$ cat config.mk
export PLATFORM = sky130hd
export DESIGN_NAME = sysid_check_master
export DESIGN_NICKNAME = d
export VERILOG_FILES = /design/src/rtl/ethsys_pkg.sv /design/src/rtl/avm_single_read.sv /design/src/rtl/sysid_check_master.sv
export SDC_FILE = /design/constraint.sdc
export NUM_CORES = 1
export LEC_CHECK = 0
export CAP_MARGIN = 5
export CORE_MARGIN = 8
export CORE_UTILIZATION = 46
export DETAILED_ROUTE_END_ITERATION = 8
export PLACE_DENSITY = 0.8
export SLEW_MARGIN = 30
export SYNTH_ARGS = -nofsm -noshare
export SYNTH_HDL_FRONTEND = slang
export SYNTH_SLANG_ARGS = --single-unit
$ cat constraint.sdc
create_clock -name clock -period 2.4 [get_ports clock]
set_input_delay 0.48 -clock clock [delete_from_list [all_inputs] [get_ports clock]]
set_output_delay 0.48 -clock clock [all_outputs]
set_load 0.01 [all_outputs]
$ cat src/rtl/ethsys_pkg.sv
// Shared definitions for the Ethernet system control logic:
// Avalon data width, sysid register offsets and the sysid checker FSM states.
package ethsys_pkg;

  localparam int AVALON_DATA_W = 32;
  localparam int SYSID_ID_OFS  = 0;
  localparam int SYSID_TS_OFS  = 4;

  typedef enum logic [1:0] {
    ST_IDLE,
    ST_RD_ID,
    ST_RD_TS,
    ST_FINISH
  } sysid_state_e;

endpackage

$ cat src/rtl/avm_single_read.sv
// One Avalon-MM read handshake with a waitrequest timeout.
// Completion (ok) and abort (to) are single-cycle strobes in the cycle the read ends.
module avm_single_read
  import ethsys_pkg::*;
#(
  parameter int ADDR_W      = 32,
  parameter int TIMEOUT_CYC = 255
) (
  input  logic                     clock,
  input  logic                     reset_n,
  input  logic                     go,
  input  logic [ADDR_W-1:0]        addr,
  output logic                     avm_read,
  output logic [ADDR_W-1:0]        avm_address,
  input  logic                     avm_waitrequest,
  input  logic [AVALON_DATA_W-1:0] avm_readdata,
  output logic [AVALON_DATA_W-1:0] rdata,
  output logic                     ok,
  output logic                     to
);

  localparam logic [15:0] TIMER_LAST = 16'(TIMEOUT_CYC - 1);

  logic              read_q, read_d;
  logic [ADDR_W-1:0] addr_q, addr_d;
  logic [15:0]       timer_q, timer_d;

  always_comb begin
    ok      = read_q & ~avm_waitrequest;
    to      = read_q & avm_waitrequest & (timer_q == TIMER_LAST);
    read_d  = read_q;
    addr_d  = addr_q;
    timer_d = timer_q;
    if (read_q) begin
      if (avm_waitrequest) timer_d = timer_q + 16'd1;
      if (ok || to) read_d = 1'b0;
    end else if (go) begin
      read_d  = 1'b1;
      addr_d  = addr;
      timer_d = '0;
    end
  end

  always_ff @(posedge clock or negedge reset_n) begin
    if (!reset_n) begin
      read_q  <= 1'b0;
      addr_q  <= '0;
      timer_q <= '0;
    end else begin
      read_q  <= read_d;
      addr_q  <= addr_d;
      timer_q <= timer_d;
    end
  end

  // Between reads the address follows the requester so it can settle in the gap.
  assign avm_read    = read_q;
  assign avm_address = read_q ? addr_q : addr;
  assign rdata       = avm_readdata;

endmodule

$ cat src/rtl/sysid_check_master.sv
// Reads the sysid ID and timestamp words over Avalon-MM and reports whether
// they match the values this software build expects.
module sysid_check_master
  import ethsys_pkg::*;
#(
  parameter int                ADDR_W      = 32,
  parameter logic [ADDR_W-1:0] BASE_ADDR   = '0,
  parameter logic [31:0]       EXPECTED_ID = 32'h0000_0000,
  parameter logic [31:0]       EXPECTED_TS = 32'h534C_DDA5,
  parameter int                TIMEOUT_CYC = 255,
  parameter bit                AUTO_START  = 1'b1
) (
  input  logic              clock,
  input  logic              reset_n,
  input  logic              start,
  output logic [ADDR_W-1:0] avm_address,
  output logic              avm_read,
  input  logic              avm_waitrequest,
  input  logic [31:0]       avm_readdata,
  output logic              busy,
  output logic              done,
  output logic              id_ok,
  output logic              ts_ok,
  output logic              timeout,
  output logic [31:0]       id_value,
  output logic [31:0]       ts_value
);

  localparam logic [ADDR_W-1:0] ID_ADDR = BASE_ADDR + ADDR_W'(SYSID_ID_OFS);
  localparam logic [ADDR_W-1:0] TS_ADDR = BASE_ADDR + ADDR_W'(SYSID_TS_OFS);

  sysid_state_e state_q, state_d;
  logic         busy_q, busy_d, done_q, done_d;
  logic         id_ok_q, id_ok_d, ts_ok_q, ts_ok_d, timeout_q, timeout_d;
  logic [31:0]  id_value_q, id_value_d, ts_value_q, ts_value_d;
  logic         auto_q, auto_d, issue_ts_q, issue_ts_d, ts_sel_q, ts_sel_d;

  logic                     launch, rd_go, rd_ok, rd_to;
  logic [ADDR_W-1:0]        rd_addr;
  logic [AVALON_DATA_W-1:0] rd_data;

  // busy stays high through the done cycle, so a start coincident with done is dropped.
  assign launch  = (state_q == ST_IDLE) & ~busy_q & (start | auto_q);
  assign rd_go   = launch | issue_ts_q;
  assign rd_addr = ts_sel_q ? TS_ADDR : ID_ADDR;

  avm_single_read #(
    .ADDR_W      (ADDR_W),
    .TIMEOUT_CYC (TIMEOUT_CYC)
  ) u_read (
    .clock           (clock),
    .reset_n         (reset_n),
    .go              (rd_go),
    .addr            (rd_addr),
    .avm_read        (avm_read),
    .avm_address     (avm_address),
    .avm_waitrequest (avm_waitrequest),
    .avm_readdata    (avm_readdata),
    .rdata           (rd_data),
    .ok              (rd_ok),
    .to              (rd_to)
  );

  always_comb begin
    state_d    = state_q;
    busy_d     = busy_q;
    done_d     = 1'b0;
    id_ok_d    = id_ok_q;
    ts_ok_d    = ts_ok_q;
    timeout_d  = timeout_q;
    id_value_d = id_value_q;
    ts_value_d = ts_value_q;
    auto_d     = auto_q;
    issue_ts_d = 1'b0;
    ts_sel_d   = ts_sel_q;
    unique case (state_q)
      ST_IDLE: begin
        if (launch) begin
          state_d   = ST_RD_ID;
          busy_d    = 1'b1;
          id_ok_d   = 1'b0;
          ts_ok_d   = 1'b0;
          timeout_d = 1'b0;
          auto_d    = 1'b0;
        end else if (busy_q) begin
          busy_d = 1'b0;
        end
      end
      ST_RD_ID: begin
        if (rd_ok) begin
          id_value_d = rd_data;
          id_ok_d    = (rd_data == EXPECTED_ID);
          issue_ts_d = 1'b1;
          ts_sel_d   = 1'b1;
          state_d    = ST_RD_TS;
        end else if (rd_to) begin
          timeout_d = 1'b1;
          state_d   = ST_FINISH;
        end
      end
      ST_RD_TS: begin
        if (rd_ok) begin
          ts_value_d = rd_data;
          ts_ok_d    = (rd_data == EXPECTED_TS);
          state_d    = ST_FINISH;
        end else if (rd_to) begin
          timeout_d = 1'b1;
          state_d   = ST_FINISH;
        end
      end
      ST_FINISH: begin
        done_d   = 1'b1;
        ts_sel_d = 1'b0;
        state_d  = ST_IDLE;
      end
      default: state_d = ST_IDLE;
    endcase
  end

  always_ff @(posedge clock or negedge reset_n) begin
    if (!reset_n) begin
      state_q    <= ST_IDLE;
      busy_q     <= 1'b0;
      done_q     <= 1'b0;
      id_ok_q    <= 1'b0;
      ts_ok_q    <= 1'b0;
      timeout_q  <= 1'b0;
      id_value_q <= '0;
      ts_value_q <= '0;
      auto_q     <= AUTO_START;
      issue_ts_q <= 1'b0;
      ts_sel_q   <= 1'b0;
    end else begin
      state_q    <= state_d;
      busy_q     <= busy_d;
      done_q     <= done_d;
      id_ok_q    <= id_ok_d;
      ts_ok_q    <= ts_ok_d;
      timeout_q  <= timeout_d;
      id_value_q <= id_value_d;
      ts_value_q <= ts_value_d;
      auto_q     <= auto_d;
      issue_ts_q <= issue_ts_d;
      ts_sel_q   <= ts_sel_d;
    end
  end

  assign busy     = busy_q;
  assign done     = done_q;
  assign id_ok    = id_ok_q;
  assign ts_ok    = ts_ok_q;
  assign timeout  = timeout_q;
  assign id_value = id_value_q;
  assign ts_value = ts_value_q;

endmodule

==> flow_metrics.py, run 1 <==
metrics = {
    "status": {
        "status": "finished, final reports clean",
    },
    "critical_path": {
        "worst_setup_path_start_kind": "flop",
        "r2r_end": "state_q[1]",
        "cp.required_ps": 1920,
        "r2r_start": "u_read.timer_q[12]",
        "cp.arrival_ps": 1540,
        "crit_start": "u_read.avm_read",
        "r2r_cells": 4,
        "worstPathMaxFanout": 23,
        "cp-end-kind": "output pin",
        "reg2reg_slack_ps": 490,
        "critPathKind": "flop to output pin",
    },
    "logic_synthesis": {
        "yosysSeqAreaShare": 0.539,
        "synth_area_leaders": "dfrtp_1 53%, mux2_2 18%, buf_4 5.4%",
        "yosys-top-cells-count": "91 x dfrtp_1, 68 x mux2_2, 31 x buf_4",
        "synth_compound_area_frac": 0.0550,
        "yosysTopAreaCell": "dfrtp_1",
        "synthAdderAreaFrac": 0.0234,
        "synthMuxAreaShare": 0.191,
        "synthDominantCellAreaShare": 0.532,
        "syn-cell-area_um2": 4280,
        "synth_xor_xnor_area_share": 0.0184,
        "synth-async-reset-ratio": 1.00,
        "yosys_warnings": 0,
        "syn_inst": 341,
        "synth-edff-count": 0,
        "synthFlopType": "dfrtp_1",
        "synth_top_family_by_area": "multiplexers",
        "synth.most_common_cell": "dfrtp_1",
        "synth_area_per_cell_um2": 12.5,
        "synth-simple-area-share": 0.0974,
        "ys_ff_latch": 92,
        "synth.distinct_cells": 45,
    },
    "pwr": {
        "swShare": 0.251,
        "p_seq_frac": 0.577,
        "clkPwrFrac": 0.369,
        "p_int_mw": 2.01,
        "power.switching_uw": 675,
        "p_leak_nw": 2.67,
        "power_density_nw_per_um2": 481,
        "ir_drop_mv": 0.393,
        "p_comb_frac": 0.054,
    },
    "sta": {
        "rsz0062_at_grt": "no",
        "finalHoldViolations": 0,
        "whs_ps": 86.8,
        "layout_setup_ws_ps": 378,
        "fin_crit_sh": 0.843,
        "final.setup_skew_ps": 15.8,
        "slew_headroom": 0.662,
        "final.setup.tns_ps": 0,
        "worst_pin_slew_ps": 507,
        "period_needed_ps": 2020,
        "fmax_mhz": 494,
        "slew_violations": 0,
        "finalSetupViolCount": 0,
    },
    "grt": {
        "antenna_found_initial": 0,
        "first_global_vias": 3198,
        "grtUsageTotal": 0.164,
        "grt_max_degree": 38,
        "gr-usage-met3": 0.0875,
        "grt_pass1_wl_um": 16700,
        "grt_util_met2": 0.271,
        "grtUsageMet1": 0.178,
        "top_usage_layer": "met2",
        "gr-total-overflow": 0,
    },
    "floorplan": {
        "coreArea_um2": 9150,
        "rows": 35,
        "die_area_um2": 12600,
        "start_util": 0.467,
        "die_w_um": 112,
        "dieHeight_um": 112,
        "io_pins": 138,
    },
    "routing": {
        "drt_iter0_drc": 78,
        "first_pass_iters": 5,
        "drc": 0,
        "routedWlPerCell_um": 17.8,
        "ant_nets": 0,
        "drt_wl_total_um": 10100,
        "via_count": 2925,
        "vias_per_cell": 5.13,
    },
    "hold_path": {
        "min-delay-path-class": "input port to async pin",
    },
    "clock_network": {
        "htreeDepth": 3,
        "cts_tree": "built",
        "cts_hold_buffers": 0,
        "clk_pin_slew_ps": 110,
        "ctsResizeCount": 0,
        "clock_latency_ps": 360,
        "clkSinkCount": 92,
        "numCtsBuffers": 9,
        "post-cts-setup-buffers": 0,
        "clock_path_buffers": 2,
        "cts_root_buf": "clkbuf_8",
    },
    "cells_and_area": {
        "area_growth_pct": 30.5,
        "stdcell_area_um2": 5580,
        "fillCellCount": 748,
        "antenna_cells": 0,
        "nets": 498,
        "drive_above_1_share": 0.224,
    },
    "placement": {
        "placed_area_um2": 5390,
        "place_ws_ps": 177,
        "gp_congestion": 0.772,
        "port_buffers": 106,
        "dp.final_hpwl_um": 7680,
    },
    "job": {
        "drv_cap": 0,
    },
}
==> power groups by stage <==
stage / combinational (mW) / sequential, mW / clock (mW)
finish: 0.145 / 1.55 / 0.990
detailed placement: 0.146 / 1.58 / 0
CTS: 0.146 / 1.55 / 1.02
global placement: 0.143 / 1.58 / 0
floorplan: 0.0665 / 1.58 / 0
global route: 0.162 / 1.55 / 1.09
==> logic make-up after synthesis <==
family,Yosys count
DFF,92
muxes,73
and+or+nand+nor,73
buffers and inverters,53
AOI/OAI and AO/OA,32
xor gates and xnor gates,9
adders and majority gates,8
other,1
==> routing by layer <==
metal | part of all wire | vias up
li1 | - | 1373
met1 | 0.39 | 1433
met2 | 0.48 | 105
met3 | 0.12 | 14
met4 | 0.015 | 0
met5 | 0 | -
==> layout make-up <==
type | count | area, um^2 | share of cell area
Clock buffer | 10 | 128 | 0.0229
Clock inverter | 6 | 57.6 | 0.0103
Inverter | 10 | 37.5 | 0.00673
Multi-Input combinational cell | 226 | 1760 | 0.316
Sequential cell | 92 | 2300 | 0.413
Tap cell | 111 | 139 | 0.0249
Timing Repair Buffer | 115 | 1150 | 0.206
==> placed cells by master (no fill, tap or decap), types with 5 or more instances in the layout <==
| master | instances |
|---|---|
| a22o_1 | 5 |
| buf_4 | 8 |
| clkbuf_8 | 9 |
| clkdlybuf4s50_1 | 105 |
| conb_1 | 31 |
| dfrtp_1 | 91 |
| ha_1 | 8 |
| inv_1 | 10 |
| mux2_2 | 68 |
| mux2i_1 | 5 |
| nand2_1 | 19 |
| nand3_1 | 7 |
| nand4_1 | 9 |
| nor2_1 | 8 |
| nor3_1 | 5 |
| nor4_1 | 9 |
| o21ai_0 | 11 |
| xnor2_1 | 6 |
==> state kept, by name (all words and copies together), names as in the netlist, 2 cells and up <==
name / count
id_value: 32
state_q: 2
ts_value: 32
u_read.timer_q: 16
==> critical path, stage by stage, from the launching register on <==
cell,delay (ps)
dfrtp_1,360
buf_4,250
clkdlybuf4s50_1,580
==> per-stage QoR <==
| stage | utilization | cells | power, mW |
|---|---|---|---|
| 5_1_grt | 0.610 | 570 | 2.80 |
| 6_report | 0.610 | 570 | 2.68 |
| 3_3_place_gp | 0.589 | 554 | 1.72 |
| 3_5_place_dp | 0.589 | 554 | 1.73 |
| 4_1_cts | 0.610 | 570 | 2.71 |
| 2_1_floorplan | - | 371 | 1.65 |
==> worst max-delay path by stage <==
| stage | to | slack (ps) |
|---|---|---|
| after floorplan | u_read.addr_q[2] | 570 |
| after global placement | u_read.timer_q[13] | 220 |
| after detailed placement | u_read.timer_q[15] | 180 |
| after CTS | avm_read | 350 |
| after global routing | avm_read | 300 |
| final | avm_read | 380 |
(Power assumes the default switching activity.)
==> inputs of run 2 (changes only) <==
- clock period: 2.4 -> 1.9 ns (I/O delays scaled with it)
==> flow_metrics.py, run 2 (same netlist as run 1, synthesis figures left out) <==
metrics = {
    "floorplan": {
        "dieHeight_um": 112,
        "rows": 35,
        "die_w_um": 112,
        "die_area_um2": 12600,
        "start_util": 0.467,
        "coreArea_um2": 9150,
        "io_pins": 138,
    },
    "grt": {
        "first_global_vias": 3347,
        "grt_max_degree": 35,
        "gr-total-overflow": 0,
        "grt_pass1_wl_um": 17000,
        "grtUsageTotal": 0.169,
        "antenna_found_initial": 0,
    },
    "routing": {
        "drt_wl_total_um": 10500,
        "ant_nets": 0,
        "drt_iter0_drc": 119,
        "vias_per_cell": 5.11,
        "routedWlPerCell_um": 17.5,
        "first_pass_iters": 4,
        "via_count": 3059,
        "drc": 0,
    },
    "placement": {
        "dp.final_hpwl_um": 8170,
        "dp.cells": 582,
        "port_buffers": 106,
        "placed_area_um2": 5600,
        "gp_congestion": 0.819,
    },
    "critical_path": {
        "worstPathMaxFanout": 6,
        "cp.arrival_ps": 2080,
        "cp_slowest_cell": "or4_1",
        "crit_chain": "ha_2 -> nand4_1 -> or4_1 -> nor3_1 -> mux2_2",
        "critical-path-top-delay-family": "simple AND/OR/NAND/NOR gates",
        "cp-end-kind": "flop",
        "cp.required_ps": 2200,
        "path_buf_inv": 0,
        "critPathKind": "flop to flop",
        "worst_setup_path_start_kind": "flop",
        "cp_slowest_stage_delay_ps": 510,
    },
    "sta": {
        "fmax_mhz": 563,
        "fin_crit_sh": 0.936,
        "final.setup_skew_ps": 10.1,
        "finalSetupViolCount": 0,
        "rsz0062_at_grt": "no",
        "slew_violations": 0,
        "period_needed_ps": 1780,
        "final.setup.tns_ps": 0,
        "finalHoldViolations": 0,
    },
    "cells_and_area": {
        "fillCellCount": 710,
        "layout_common_cells": "103 x clkdlybuf4s50_1, 91 x dfrtp_1, 68 x mux2_2",
        "stdcell_area_um2": 5830,
        "drive_above_1_share": 0.275,
        "antenna_cells": 0,
        "area_growth_pct": 36.3,
        "nets": 527,
        "layout_commonest_cell": "clkdlybuf4s50_1",
        "final_cells": 599,
    },
    "status": {
        "status": "finished, final reports clean",
    },
    "pwr": {
        "p_leak_nw": 2.82,
        "ir_drop_mv": 0.416,
        "power_density_nw_per_um2": 602,
    },
    "clock_network": {
        "cts_root_buf": "clkbuf_8",
        "clk_pin_slew_ps": 80,
        "clock_path_buffers": 2,
        "htreeDepth": 3,
        "clock_latency_ps": 360,
        "cts_tree": "built",
        "clkSinkCount": 92,
        "numCtsBuffers": 9,
    },
    "hold_path": {
        "min-delay-path-class": "flop to flop",
    },
    "job": {
        "drv_cap": 0,
    },
}
==> run 2: power by group <==
part	internal (mW)	switching, mW
Clock	0.650	0.691
Combinational	0.0993	0.114
Sequential	1.96	0
==> run 2: path summary, 6_finish.rpt <==
path	slack, ps	to	depth (start not counted)	from
worst min-delay path	480	u_read.timer_q[15]	1	u_read.timer_q[15]
min in group asynchronous	530	u_read.timer_q[3]	2	reset_n
worst min register to register	480	u_read.timer_q[15]	1	u_read.timer_q[15]
worst max-delay path	120	ts_ok	5	state_q[1]
max in group asynchronous	840	id_value[21]	3	reset_n
worst max register to register	120	ts_ok	5	state_q[1]
==> run 2: metrics by stage <==
stage                      util  hold WS, ps  setup WS (ps)  total power [mW]
after floorplan               -         84.4           70.5              2.08
after global placement    0.612          365          -48.0              2.20
after detailed placement  0.612          377           -103              2.21
after CTS                 0.635          475          0.872              3.53
after global routing      0.637          486           7.97              3.63
final                     0.637          477            122              3.51
==> run 2: worst reg2reg max path: stages (launching register included) <==
cell,delay [ps]
dfrtp_1,470
ha_2,280
nand4_1,110
or4_1,510
nor3_1,190
mux2_2,170
==> run 2: layout make-up <==
cell class | instances | area [um^2] | area share
flip-flops and latches | 92 | 2300 | 0.395
multi-input cells | 226 | 1770 | 0.304
repair buffers | 144 | 1370 | 0.236
clock buffers | 11 | 141 | 0.0243
well taps | 111 | 139 | 0.0238
clock inverters | 5 | 60.1 | 0.0103
inverters | 10 | 37.5 | 0.00644
==> run 2: timing repair <==
action                                  4_1_cts  5_1_grt
setup buffers                                 0        0
pin swaps                                     0        1
hold buffers                                  1        0
cloned                                        0        0
resized for setup                             1        4
endpoints found under the hold margin        31        0
endpoints found under the setup margin        1        4
==> run 2: metal layers <==
| layer | routed length, um | GRT usage |
|---|---|---|
| met2 | 5150 | 0.281 |
| met5 | 0 | 0 |
| met1 | 3990 | 0.181 |
| met4 | 143 | 0.0567 |
| met3 | 1210 | 0.0891 |
